### src/rtl/cbus_arbiter_if.sv
// Cache-bus request/response types and the bundle the arbiter sits on.
package cbus_pkg;

  typedef logic [3:0] mlen_t;

  // Burst length encodes beats-1, so a beat counter that started at 0
  // holds exactly this value when the final beat arrives.
  localparam mlen_t MLEN1  = 4'd0;
  localparam mlen_t MLEN2  = 4'd1;
  localparam mlen_t MLEN4  = 4'd3;
  localparam mlen_t MLEN8  = 4'd7;
  localparam mlen_t MLEN16 = 4'd15;

  typedef struct packed {
    logic        valid;
    logic        is_write;
    logic [31:0] addr;
    logic [2:0]  size;
    logic [3:0]  strobe;
    logic [31:0] data;
    mlen_t       len;
  } cbus_req_t;

  typedef struct packed {
    logic        ready;
    logic        last;
    logic [31:0] data;
  } cbus_resp_t;

endpackage

// Client-side request/response arrays plus the single memory-side port.
// master: the arbiter. slave: whatever drives the clients and the memory.
interface cbus_arbiter_if
  import cbus_pkg::*;
#(
  parameter int NUM_PORTS = 2
);

  cbus_req_t  ireqs  [NUM_PORTS];
  cbus_resp_t iresps [NUM_PORTS];
  cbus_req_t  oreq;
  cbus_resp_t oresp;

  modport master (input ireqs, input oresp, output iresps, output oreq);
  modport slave  (output ireqs, output oresp, input iresps, input oreq);

endinterface

### src/rtl/cbus_arbiter.sv
// cbus_arbiter: merges the cache-side request streams onto one memory port,
// holding each grant until the beat that carries last.
//
//   state | meaning
//   IDLE  | nothing granted; outputs quiet; arbitrate among valid clients
//   BUSY  | owner passed through to memory, responses routed back to owner
module cbus_arbiter
  import cbus_pkg::*;
#(
  parameter int NUM_PORTS = 2,
  parameter int POLICY    = 0,
  localparam int IDX_W    = (NUM_PORTS > 1) ? $clog2(NUM_PORTS) : 1
) (
  input  logic             clk,
  input  logic             reset,
  cbus_arbiter_if.master   bus,
  output logic             busy,
  output logic [IDX_W-1:0] owner,
  output logic             err_len,
  output logic             err_drop
);

  typedef enum logic {IDLE, BUSY} state_t;

  state_t           state, state_next;
  logic [IDX_W-1:0] owner_q, owner_next;
  logic [IDX_W-1:0] rr_ptr, rr_next;
  logic [7:0]       beat, beat_next;
  logic             err_len_q, err_len_next;
  logic             err_drop_q, err_drop_next;

  logic [NUM_PORTS-1:0] req_valid;
  logic                 any_valid;
  logic [IDX_W-1:0]     winner;
  logic [IDX_W-1:0]     cand;
  cbus_req_t            own_req;

  // Winner selection; loops run downward so the preferred candidate is written last.
  always_comb begin
    req_valid = '0;
    any_valid = 1'b0;
    winner    = '0;
    cand      = '0;
    for (int i = 0; i < NUM_PORTS; i++) begin
      req_valid[i] = bus.ireqs[i].valid;
    end
    for (int k = NUM_PORTS - 1; k >= 0; k--) begin
      if (POLICY == 1) begin
        cand = IDX_W'((int'(rr_ptr) + k) % NUM_PORTS);
      end else begin
        cand = IDX_W'(k);
      end
      if (req_valid[cand]) begin
        winner    = cand;
        any_valid = 1'b1;
      end
    end
  end

  // Next-state, bookkeeping and bus routing.
  always_comb begin
    state_next    = state;
    owner_next    = owner_q;
    rr_next       = rr_ptr;
    beat_next     = beat;
    err_len_next  = err_len_q;
    err_drop_next = err_drop_q;
    own_req       = bus.ireqs[owner_q];
    bus.oreq      = '0;
    for (int i = 0; i < NUM_PORTS; i++) begin
      bus.iresps[i] = '0;
    end

    case (state)
      IDLE: begin
        if (any_valid) begin
          owner_next = winner;
          beat_next  = '0;
          state_next = BUSY;
        end
      end
      BUSY: begin
        // own_req.valid is 0 on a drop, so the pass-through already
        // presents an invalid request to memory that cycle.
        bus.oreq = own_req;
        if (!own_req.valid) begin
          err_drop_next = 1'b1;
          state_next    = IDLE;
        end else begin
          bus.iresps[owner_q] = bus.oresp;
          if (bus.oresp.ready) begin
            beat_next = beat + 8'd1;
            if (bus.oresp.last) begin
              if (beat != 8'(own_req.len)) begin
                err_len_next = 1'b1;
              end
              state_next = IDLE;
              if (POLICY == 1) begin
                rr_next = (int'(owner_q) == NUM_PORTS - 1) ? '0 : owner_q + 1'b1;
              end
            end
          end
        end
      end
      default: state_next = IDLE;
    endcase

    // Keep both sides quiet while reset is held, even if a burst was in flight.
    if (reset) begin
      bus.oreq = '0;
      for (int i = 0; i < NUM_PORTS; i++) begin
        bus.iresps[i] = '0;
      end
    end
  end

  // State and bookkeeping registers.
  always_ff @(posedge clk) begin
    if (reset) begin
      state      <= IDLE;
      owner_q    <= '0;
      rr_ptr     <= '0;
      beat       <= '0;
      err_len_q  <= 1'b0;
      err_drop_q <= 1'b0;
    end else begin
      state      <= state_next;
      owner_q    <= owner_next;
      rr_ptr     <= rr_next;
      beat       <= beat_next;
      err_len_q  <= err_len_next;
      err_drop_q <= err_drop_next;
    end
  end

  assign busy     = (state == BUSY);
  assign owner    = owner_q;
  assign err_len  = err_len_q;
  assign err_drop = err_drop_q;

endmodule

### src/flat_wrapper.sv
// flat-port wrapper written by rule: the top's interface ports become plain ports
module cbus_arbiter_flat import cbus_pkg::*;
#(
  parameter int NUM_PORTS = 2,
  parameter int POLICY    = 0,
  localparam int IDX_W    = (NUM_PORTS > 1) ? $clog2(NUM_PORTS) : 1
)
  (clk, reset, busy, owner, err_len, err_drop, bus_ireqs, bus_oresp, bus_iresps, bus_oreq);
  cbus_arbiter_if #(.NUM_PORTS(NUM_PORTS)) bus_i ();
  input  logic clk;
  input  logic reset;
  output logic busy;
  output logic [IDX_W-1:0] owner;
  output logic err_len;
  output logic err_drop;
  input wire logic [$bits(bus_i.ireqs)-1:0] bus_ireqs;
  input wire logic [$bits(bus_i.oresp)-1:0] bus_oresp;
  output wire logic [$bits(bus_i.iresps)-1:0] bus_iresps;
  output wire logic [$bits(bus_i.oreq)-1:0] bus_oreq;
  assign bus_i.ireqs = {>>{bus_ireqs}};
  assign bus_i.oresp = bus_oresp;
  assign bus_iresps = {>>{bus_i.iresps}};
  assign bus_oreq = bus_i.oreq;
  cbus_arbiter #(.NUM_PORTS(NUM_PORTS), .POLICY(POLICY)) u_core (.clk(clk), .reset(reset), .bus(bus_i), .busy(busy), .owner(owner), .err_len(err_len), .err_drop(err_drop));
endmodule
### config.mk
export PLATFORM = sky130hd
export DESIGN_NAME = cbus_arbiter_flat
export DESIGN_NICKNAME = d
export VERILOG_FILES = /design/src/rtl/cbus_arbiter_if.sv /design/src/rtl/cbus_arbiter.sv /design/src/flat_wrapper.sv
export SDC_FILE = /design/constraint.sdc
export NUM_CORES = 1
export LEC_CHECK = 0
export CORE_AREA = 5 5 128 130
export CTS_BUF_LIST = sky130_fd_sc_hd__clkbuf_16
export DETAILED_ROUTE_END_ITERATION = 7
export DIE_AREA = 0 0 133 135
export RECOVER_POWER = 50
export SLEW_MARGIN = 20
export SYNTH_ARGS = -nofsm -noshare
export SYNTH_HDL_FRONTEND = slang
export SYNTH_SLANG_ARGS = --single-unit
export TNS_END_PERCENT = 50
### constraint.sdc
create_clock -name clk -period 4.32 [get_ports clk]
set_input_delay 0.864 -clock clk [delete_from_list [all_inputs] [get_ports clk]]
set_output_delay 0.864 -clock clk [all_outputs]
set_load 0.1 [all_outputs]
==> results of run 1 <==
-- final timing paths --
check | start | endpoint | slack [ns] | cells after the start
max reg2reg | u_core.owner$_SDFFE_PP0P_ | u_core.beat[6]$_SDFFE_PP0P_ | 1.93 | 4
min reg2reg | u_core.err_drop$_SDFFE_PP0P_ | u_core.err_drop$_SDFFE_PP0P_ | 0.47 | 2
max | reset | bus_iresps[16] | 0.55 | 5
min | u_core.err_drop$_SDFFE_PP0P_ | u_core.err_drop$_SDFFE_PP0P_ | 0.47 | 2
-- per-stage QoR --
stage / cell area (µm²) / utilization [%]
final: 7020 / 46.7
after global routing: 7020 / 46.7
after CTS: 7030 / 46.8
after detailed placement: 6960 / 46.3
after global placement: 6960 / 46.3
after floorplan: 2240 / -
-- kinds of logic (layout without fill, tap and decap cells) --
kind of cell / after synthesis / in the layout
compound gates: 22 / 22
xor+xnor: 4 / 4
fa+ha+maj: 1 / 1
buf+inv: 38 / 350
flops: 12 / 12
mux: 77 / 77
simple gates: 175 / 175
-- layout by cell type, fill, tap and decap left out, types with 4 or more instances in the layout --
cell type / count
or3_1: 6
clkdlybuf4s50_1: 187
xnor2_1: 4
nand2_1: 5
o21ai_0: 5
mux2i_1: 76
dfxtp_1: 11
nor2_1: 80
dlygate4sd3_1: 6
a21oi_1: 12
buf_4: 25
buf_12: 125
and3_1: 68
-- critical path: cells and delay by family --
kind / cells / cell delay, ns
simple gates: 2 / 0.47
buf+inv: 3 / 1.54
-- routing by layer --
metal  global-route usage (%)  up-vias
li1                         -     1776
met1                     16.1     1624
met2                     27.4      220
met3                     5.81        8
met4                     2.14        0
met5                        0        -
-- synth_stat cells, types with 2 or more instances --
master | count | area [µm²]
nand2_1 | 5 | 18.8
nand3_1 | 3 | 15.0
nor3_1 | 2 | 10.0
and2_1 | 2 | 12.5
nand4_1 | 2 | 12.5
or3_1 | 6 | 37.5
o21ai_0 | 5 | 25.0
a21oi_1 | 11 | 55.1
mux2i_1 | 76 | 761
buf_2 | 13 | 65.1
inv_1 | 2 | 7.51
clkbuf_1 | 21 | 78.8
or4_1 | 2 | 15.0
and3_1 | 68 | 425
dfxtp_1 | 12 | 240
xnor2_1 | 4 | 35.0
nor2_1 | 81 | 304
a211oi_1 | 2 | 15.0
-- layout make-up --
class | instances | area share, %
clock buffers | 3 | 1.07
inverters | 2 | 0.107
clock inverters | 1 | 0.0535
well taps | 188 | 3.35
flip-flops and latches | 12 | 3.47
repair buffers | 344 | 65.9
multi-input cells | 279 | 26.1
-- power by group through the flow --
stage          Combinational, mW  Clock, mW  Sequential [mW]
6_report                   0.855      0.167            0.130
5_1_grt                    0.889      0.178            0.132
4_1_cts                    0.865      0.173            0.131
3_5_place_dp               0.863          0            0.133
3_3_place_gp               0.858          0            0.133
2_1_floorplan              0.468          0            0.139
-- registers in the layout, indices dropped and copies added, names as in the netlist --
signal / flops
u_core.beat: 8
u_core.busy: 1
u_core.err_drop: 1
u_core.err_len: 1
u_core.owner: 1
==> results.yml, run 1 <==
outcome:
  status: "finished, final reports clean"
timing:
  max_slew_margin_pct: 31.0
  final.setup.tns_ns: 0
  setup_violations: 0
  worstMarginPinSlew_ns: 1.03
  period_minus_slack_ns: 3.77
  slew_violations: 0
  hold_slack_ns: 0.468
  rsz0062_at_grt: "false"
  final-hold-violation-count: 0
  clock_skew_ns: 0.00280
  fin_ws_ns: 0.552
  min_period_over_period_pct: 87.2
  maxClockFrequency_mhz: 265
power_and_ir_drop:
  p_comb_share_pct: 74.2
  power-per-cell-area_mw_per_mm2: 164
  seqPwrFrac_pct: 11.3
  power_mw: 1.15
  intPower_uw: 592
  netSwitchingPower_uw: 561
  clockPowerShare_pct: 14.5
  p_sw_share_pct: 48.7
  ir_drop_v: 0.000138
  p_leak_nw: 2.91
synth:
  synth.distinct_cells: 30
  synth_adder_area_share_pct: 0.559
  synth_edf_count: 0
  synth_top_family_by_area: "simple AND/OR/NAND/NOR gates"
  synthSimpleGateAreaFrac_pct: 39.2
  syn_avg_cell_area_um2: 6.80
  synth_area_mm2: 0.00224
  synth-seq-cells: 12
  syn_nets: 520
  synth_xor_area_share_pct: 1.57
  ys.flop_type: "dfxtp_1"
  syn_inst: 329
  seq_area_frac_synth_pct: 10.7
  async_flop_share_pct: 0
  muxShareOfSynthArea_pct: 34.7
  synth_compound_area_share_pct: 5.81
  yosysWarnings: 0
critical_path:
  cp_slowest_cell: "clkbuf_2"
  crit_chain: "dlygate4sd3_1 > nor2_2 > clkbuf_2 > and3_1 > buf_12"
  required_ns: 3.46
  cp_slowest_stage_delay_ns: 0.69
  critPathArrivalTime_ns: 2.90
  crit_path_end_kind: "output port"
  cp-start-kind: "primary input"
  path_max_fanout: 68
  critical_path_class: "primary input to output port"
die:
  die_y_um: 135
  ios: 339
  initial_core_util_pct: 14.9
  dieArea_mm2: 0.0180
  dieWidth_um: 133
  num_rows: 45
  core_area_mm2: 0.0150
detailed_routing:
  drtIter0Drc: 164
  vias: 3628
  wl_per_cell_um: 17.7
  routed_wl_mm: 14.7
  firstDrtPassIters: 4
  route.detailed.drc: 0
  ant_nets: 0
  wl_met2_mm: 7.55
  wl_met3_mm: 1.53
  via_per_inst: 4.38
  top_layer_used: "met4"
  routedLengthMet1_mm: 5.47
worst_hold_path:
  hold_path_class: "flip-flop to flip-flop"
global_route:
  grt_pass1_wl_mm: 21.3
  grt_pass1_vias: 3697
  overflow: 0
  antenna_found_initial: 0
  grt_max_degree: 78
  grt_use_total_pct: 14.7
layout:
  drive_gt1_share_pct: 24.8
  seq_area_um2: 244
  multi_input_area_mm2: 0.00183
  nFillCells: 1406
  area_growth_pct: 214
  fin_cells: 829
  nNetsFinal: 833
  diodes: 0
placement:
  place_ws_ns: 0.624
  gp_congestion: 0.869
  dp_hpwl_mm: 12.8
  place_inst: 825
  portBuffers: 338
clock_tree:
  htreeDepth: 1
  clk_path_buf_depth: 2
  clock_latency_ns: 0.24
  cts_root_buf: "clkbuf_16"
  ctsResizeCount: 0
  cts_buffers: 3
  clock-sinks: 12
  path_clk_slew_ns: 0.04
  cts_tree: "built"
  post_cts_buffers: 0
  ctsHoldBuffers: 0
run:
  max-cap-violations: 0
Power figures use the tool's default switching activity.
==> run 2: changes to the inputs <==
--- a/constraint.sdc
+++ b/constraint.sdc
@@ -3,2 +3,2 @@
 set_output_delay 0.864 -clock clk [all_outputs]
-set_load 0.1 [all_outputs]
+set_load 0.05 [all_outputs]
==> run 2 against run 1 <==
Combinational power is 33% lower. Final cell count increased by 0.36%. Critical endpoint is now bus_oreq[71]. Design area decreased by 24%. Sequential power fell by 3%. Highest routed layer unchanged. Register-to-register slack worse by 0.38 ns. Clock power grew 3%. Clock skew about the same. Die area is the same. Critical path depth fell by 1. Fmax down 2.2%. Via count is 1.9% lower.
==> results.yml, run 2 (same netlist as run 1, synthesis figures left out) <==
layout:
  drive_gt1_share_pct: 15.1
  area_growth_pct: 140
  largest_reg_flops: 8
  fin_util_pct: 35.7
  nNetsFinal: 835
  top_register: "u_core.beat"
  final_cell_mix: "clkdlybuf4s50_1, nor2_1, mux2i_1"
  nFillCells: 1621
  fin_cells: 832
  design_area_mm2: 0.00536
  layout_commonest_cell: "clkdlybuf4s50_1"
global_route:
  overflow: 0
  grt_pass1_wl_mm: 19.8
  grt_max_degree: 69
  antenna_found_initial: 0
  grt_use_total_pct: 13.6
  grt_pass1_vias: 3693
timing:
  setup_violations: 0
  final.setup.tns_ns: 0
  hold_slack_ns: 0.483
  clock_skew_ns: 0.00233
  min_period_over_period_pct: 89.2
  period_minus_slack_ns: 3.85
  maxClockFrequency_mhz: 260
  rsz0062_at_grt: "false"
  slew_violations: 0
  final-hold-violation-count: 0
  max_slew_margin_pct: 37.5
  worstMarginPinSlew_ns: 0.937
  fin_ws_ns: 0.467
clock_tree:
  clock_latency_ns: 0.24
  post_cts_buffers: 0
  htreeDepth: 1
  cts_tree: "built"
  cts_root_buf: "clkbuf_16"
  ctsResizeCount: 0
  clk_path_buf_depth: 2
  ctsHoldBuffers: 0
  clock-sinks: 12
  path_clk_slew_ns: 0.05
  cts_buffers: 3
detailed_routing:
  vias: 3558
  ant_nets: 0
  via_per_inst: 4.28
  wl_per_cell_um: 16.5
  route.detailed.drc: 0
  firstDrtPassIters: 4
  drtIter0Drc: 120
  routed_wl_mm: 13.8
critical_path:
  r2r_cells: 5
  cp-start-kind: "primary input"
  crit_path_end_kind: "output port"
  critPathArrivalTime_ns: 2.99
  regToRegSetupSlack_ns: 1.55
  critical_path.endpoint: "bus_oreq[71]"
  critical_path_class: "primary input to output port"
  path_max_fanout: 22
  reg2reg_to: "u_core.beat[6]$_SDFFE_PP0P_"
  required_ns: 3.46
  startpoint: "reset"
  reg2reg_from: "u_core.owner$_SDFFE_PP0P_"
power_and_ir_drop:
  power_uw: 874
  power-per-cell-area_mw_per_mm2: 163
  ir_drop_v: 0.0000909
  p_leak_nw: 2.34
die:
  dieWidth_um: 133
  ios: 339
  num_rows: 45
  die_y_um: 135
  core_area_mm2: 0.0150
  dieArea_mm2: 0.0180
  initial_core_util_pct: 14.9
outcome:
  status: "finished, final reports clean"
worst_hold_path:
  hold_path_class: "flip-flop to flip-flop"
  hold_depth: 2
placement:
  place_inst: 827
  dp_hpwl_mm: 11.9
  portBuffers: 338
  placed_cell_area_mm2: 0.00549
  place_ws_ns: 0.703
  gp_congestion: 0.863
run:
  max-cap-violations: 0
[run 2: critical path, stage by stage]
cell,delay [ns]
clkdlybuf4s50_1,0.42
nand2b_1,0.59
nor2_1,0.28
clkdlybuf4s50_1,0.83
[run 2: power by group]
part / switching, mW / total (mW) / internal (mW) / leakage [nW]
Combinational: 0.307 / 0.576 / 0.268 / 2.20
Sequential: 0.0117 / 0.126 / 0.115 / 0.0982
Clock: 0.0498 / 0.172 / 0.122 / 0.0385
Total: 0.369 / 0.874 / 0.505 / 2.34
[run 2: cell type report]
type                            instances  area [µm²]  area share [%]
Clock buffer                            3        75.1            1.40
Sequential cell                        12         244            4.55
Multi-Input combinational cell        279        1830            34.1
Timing Repair Buffer                  346        2970            55.4
Tap cell                              188         235            4.39
Inverter                                2        7.51           0.140
Clock inverter                          1        3.75          0.0700
Antenna cell                            1        2.50          0.0467
[run 2: how the worst min path moves through the flow]
stage | startpoint | to | slack, ns
floorplan | u_core.beat[7]$_SDFFE_PP0P_ | u_core.beat[7]$_SDFFE_PP0P_ | 0.45
global placement | u_core.err_drop$_SDFFE_PP0P_ | u_core.err_drop$_SDFFE_PP0P_ | 0.46
detailed placement | u_core.err_drop$_SDFFE_PP0P_ | u_core.err_drop$_SDFFE_PP0P_ | 0.48
CTS | u_core.err_drop$_SDFFE_PP0P_ | u_core.err_drop$_SDFFE_PP0P_ | 0.49
global route | u_core.beat[7]$_SDFFE_PP0P_ | u_core.beat[7]$_SDFFE_PP0P_ | 0.53
finish | u_core.err_drop$_SDFFE_PP0P_ | u_core.err_drop$_SDFFE_PP0P_ | 0.48
[run 2: routing by layer]
metal / GRT usage, % / vias to the layer above / part of all wire (%)
met5: 0 / - / 0
met1: 14.1 / 1550 / 35
met4: 2.02 / 0 / 0.81
met2: 26.5 / 213 / 52
li1: - / 1785 / -
met3: 4.88 / 10 / 11
==> run 3: changes to the inputs <==
CORE_AREA = 5 5 129 131   (was 5 5 128 130)
DIE_AREA = 0 0 134 136   (was 0 0 133 135)
clock period = 3.9 ns   (was 4.32 ns; I/O delays follow)
==> run 3 against run 2 <==
Via count rose by 1.6%. Flip-flop and latch count did not move. Register-to-register slack gained 0.09 ns. Die area increased by 1.5%. Worst hold slack lost 0.0063 ns. Critical path depth is the same. Utilization rose by 5.2 points. Clock-buffer cell count unchanged. Sequential share of layout area fell by 0.69 points. Critical path type unchanged. Critical endpoint is now bus_iresps[66]. Highest routed layer unchanged.
==> results.yml, run 3 (same netlist as run 1, synthesis figures left out) <==
outcome:
  status: "finished, final reports clean"
layout:
  fin_cells: 836
  largest_reg_flops: 8
  area_growth_pct: 183
  final_cell_mix: "clkdlybuf4s50_1, buf_12, nor2_1"
  nFillCells: 1568
  nNetsFinal: 836
  drive_gt1_share_pct: 15.8
  layout_commonest_cell: "clkdlybuf4s50_1"
  diodes: 0
  top_register: "u_core.beat"
clock_tree:
  cts_tree: "built"
  htreeDepth: 1
  cts_buffers: 3
  clk_path_buf_depth: 2
  path_clk_slew_ns: 0.04
  clock-sinks: 12
  ctsResizeCount: 0
  cts_root_buf: "clkbuf_16"
  post_cts_buffers: 0
  clock_latency_ns: 0.24
  ctsHoldBuffers: 0
placement:
  dp_hpwl_mm: 13.1
  gp_congestion: 0.874
  place_inst: 832
  portBuffers: 338
die:
  initial_core_util_pct: 14.5
  core_area_mm2: 0.0155
  die_y_um: 136
  num_rows: 46
  ios: 339
  dieWidth_um: 134
  dieArea_mm2: 0.0182
power_and_ir_drop:
  power-per-cell-area_mw_per_mm2: 163
  p_leak_nw: 2.56
  ir_drop_v: 0.000124
critical_path:
  regToRegSetupSlack_ns: 1.64
  startpoint: "bus_ireqs[153]"
  critical_path_class: "primary input to output port"
  crit_path_end_kind: "output port"
  critPathArrivalTime_ns: 2.68
  cp-start-kind: "primary input"
  path_max_fanout: 12
  r2r_cells: 4
  required_ns: 3.12
  reg2reg_to: "u_core.beat[6]$_SDFFE_PP0P_"
  reg2reg_from: "u_core.owner$_SDFFE_PP0P_"
worst_hold_path:
  hold_depth: 2
  hold_end: "u_core.err_drop$_SDFFE_PP0P_"
  hold_path_class: "flip-flop to flip-flop"
  holdCritStartpoint: "u_core.err_drop$_SDFFE_PP0P_"
timing:
  period_minus_slack_ns: 3.46
  min_period_over_period_pct: 88.7
  final-hold-violation-count: 0
  slew_violations: 0
  hold_slack_ns: 0.476
  setup_violations: 0
  final.setup.tns_ns: 0
  maxClockFrequency_mhz: 289
  rsz0062_at_grt: "false"
  clock_skew_ns: 0.00301
  max_slew_margin_pct: 38.5
  worstMarginPinSlew_ns: 0.922
detailed_routing:
  drtIter0Drc: 114
  vias: 3615
  ant_nets: 0
  routed_wl_mm: 14.7
  via_per_inst: 4.32
  route.detailed.drc: 0
  firstDrtPassIters: 4
  wl_per_cell_um: 17.5
run:
  max-cap-violations: 0
global_route:
  grt_pass1_wl_mm: 21.1
  grt_pass1_vias: 3840
  overflow: 0
  antenna_found_initial: 0
  grt_use_total_pct: 14.6
  grt_max_degree: 65
==> run 3: cell types whose count changed in the layout (fill, tap and decap cells not counted) <==
cell / delta
buf_12: +82
buf_4: -62
clkbuf_1: +16
clkbuf_2: -15
clkdlybuf4s50_1: -22
diode_2: -1
dlygate4sd3_1: +2
==> run 3: metal layers <==
metal / wire length [µm] / part of all wire (%) / GRT usage [%]
met4: 182 / 1.2 / 2.40
met3: 1310 / 8.9 / 4.37
met5: 0 / 0 / 0
met1: 5340 / 36 / 15.1
met2: 7820 / 53 / 29.3
==> run 3: critical path, stage by stage <==
cell	delay, ns
dlygate4sd3_1	0.59
nor2b_1	0.55
and3_1	0.25
clkbuf_1	0.50
==> run 3: layout make-up <==
cell class,instances,area (µm²),share of cell area [%]
Clock inverter,1,3.75,0.0593
Sequential cell,12,244,3.86
Tap cell,192,240,3.80
Multi-Input combinational cell,279,1830,28.9
Timing Repair Buffer,347,3930,62.1
Inverter,2,7.51,0.119
Clock buffer,3,75.1,1.19
==> run 3: report_power, final <==
part | total (mW) | leakage [nW] | switching, mW | internal (mW)
registers | 0.140 | 0.0982 | 0.0134 | 0.127
logic | 0.704 | 2.43 | 0.361 | 0.343
clock network | 0.187 | 0.0385 | 0.0521 | 0.135
==> run 3: how the worst max path moves through the flow <==
stage / cells past startpoint / end / slack [ns]
2_1_floorplan: 6 / bus_oreq[46] / 0.89
3_3_place_gp: 5 / bus_iresps[52] / 0.77
3_5_place_dp: 5 / bus_iresps[43] / 0.72
4_1_cts: 5 / bus_iresps[43] / 0.72
5_1_grt: 4 / bus_iresps[67] / 0.33
6_report: 4 / bus_iresps[66] / 0.44
==> run 3: through the flow <==
stage               area, µm²  setup WS [ns]  util [%]  power (mW)
floorplan                2240          0.894         -       0.478
global placement         7050          0.771      45.5       0.916
detailed placement       7050          0.725      45.5       0.923
CTS                      7120          0.717      46.0        1.11
global route             6330          0.330      40.9        1.09
finish                   6330          0.439      40.9        1.03
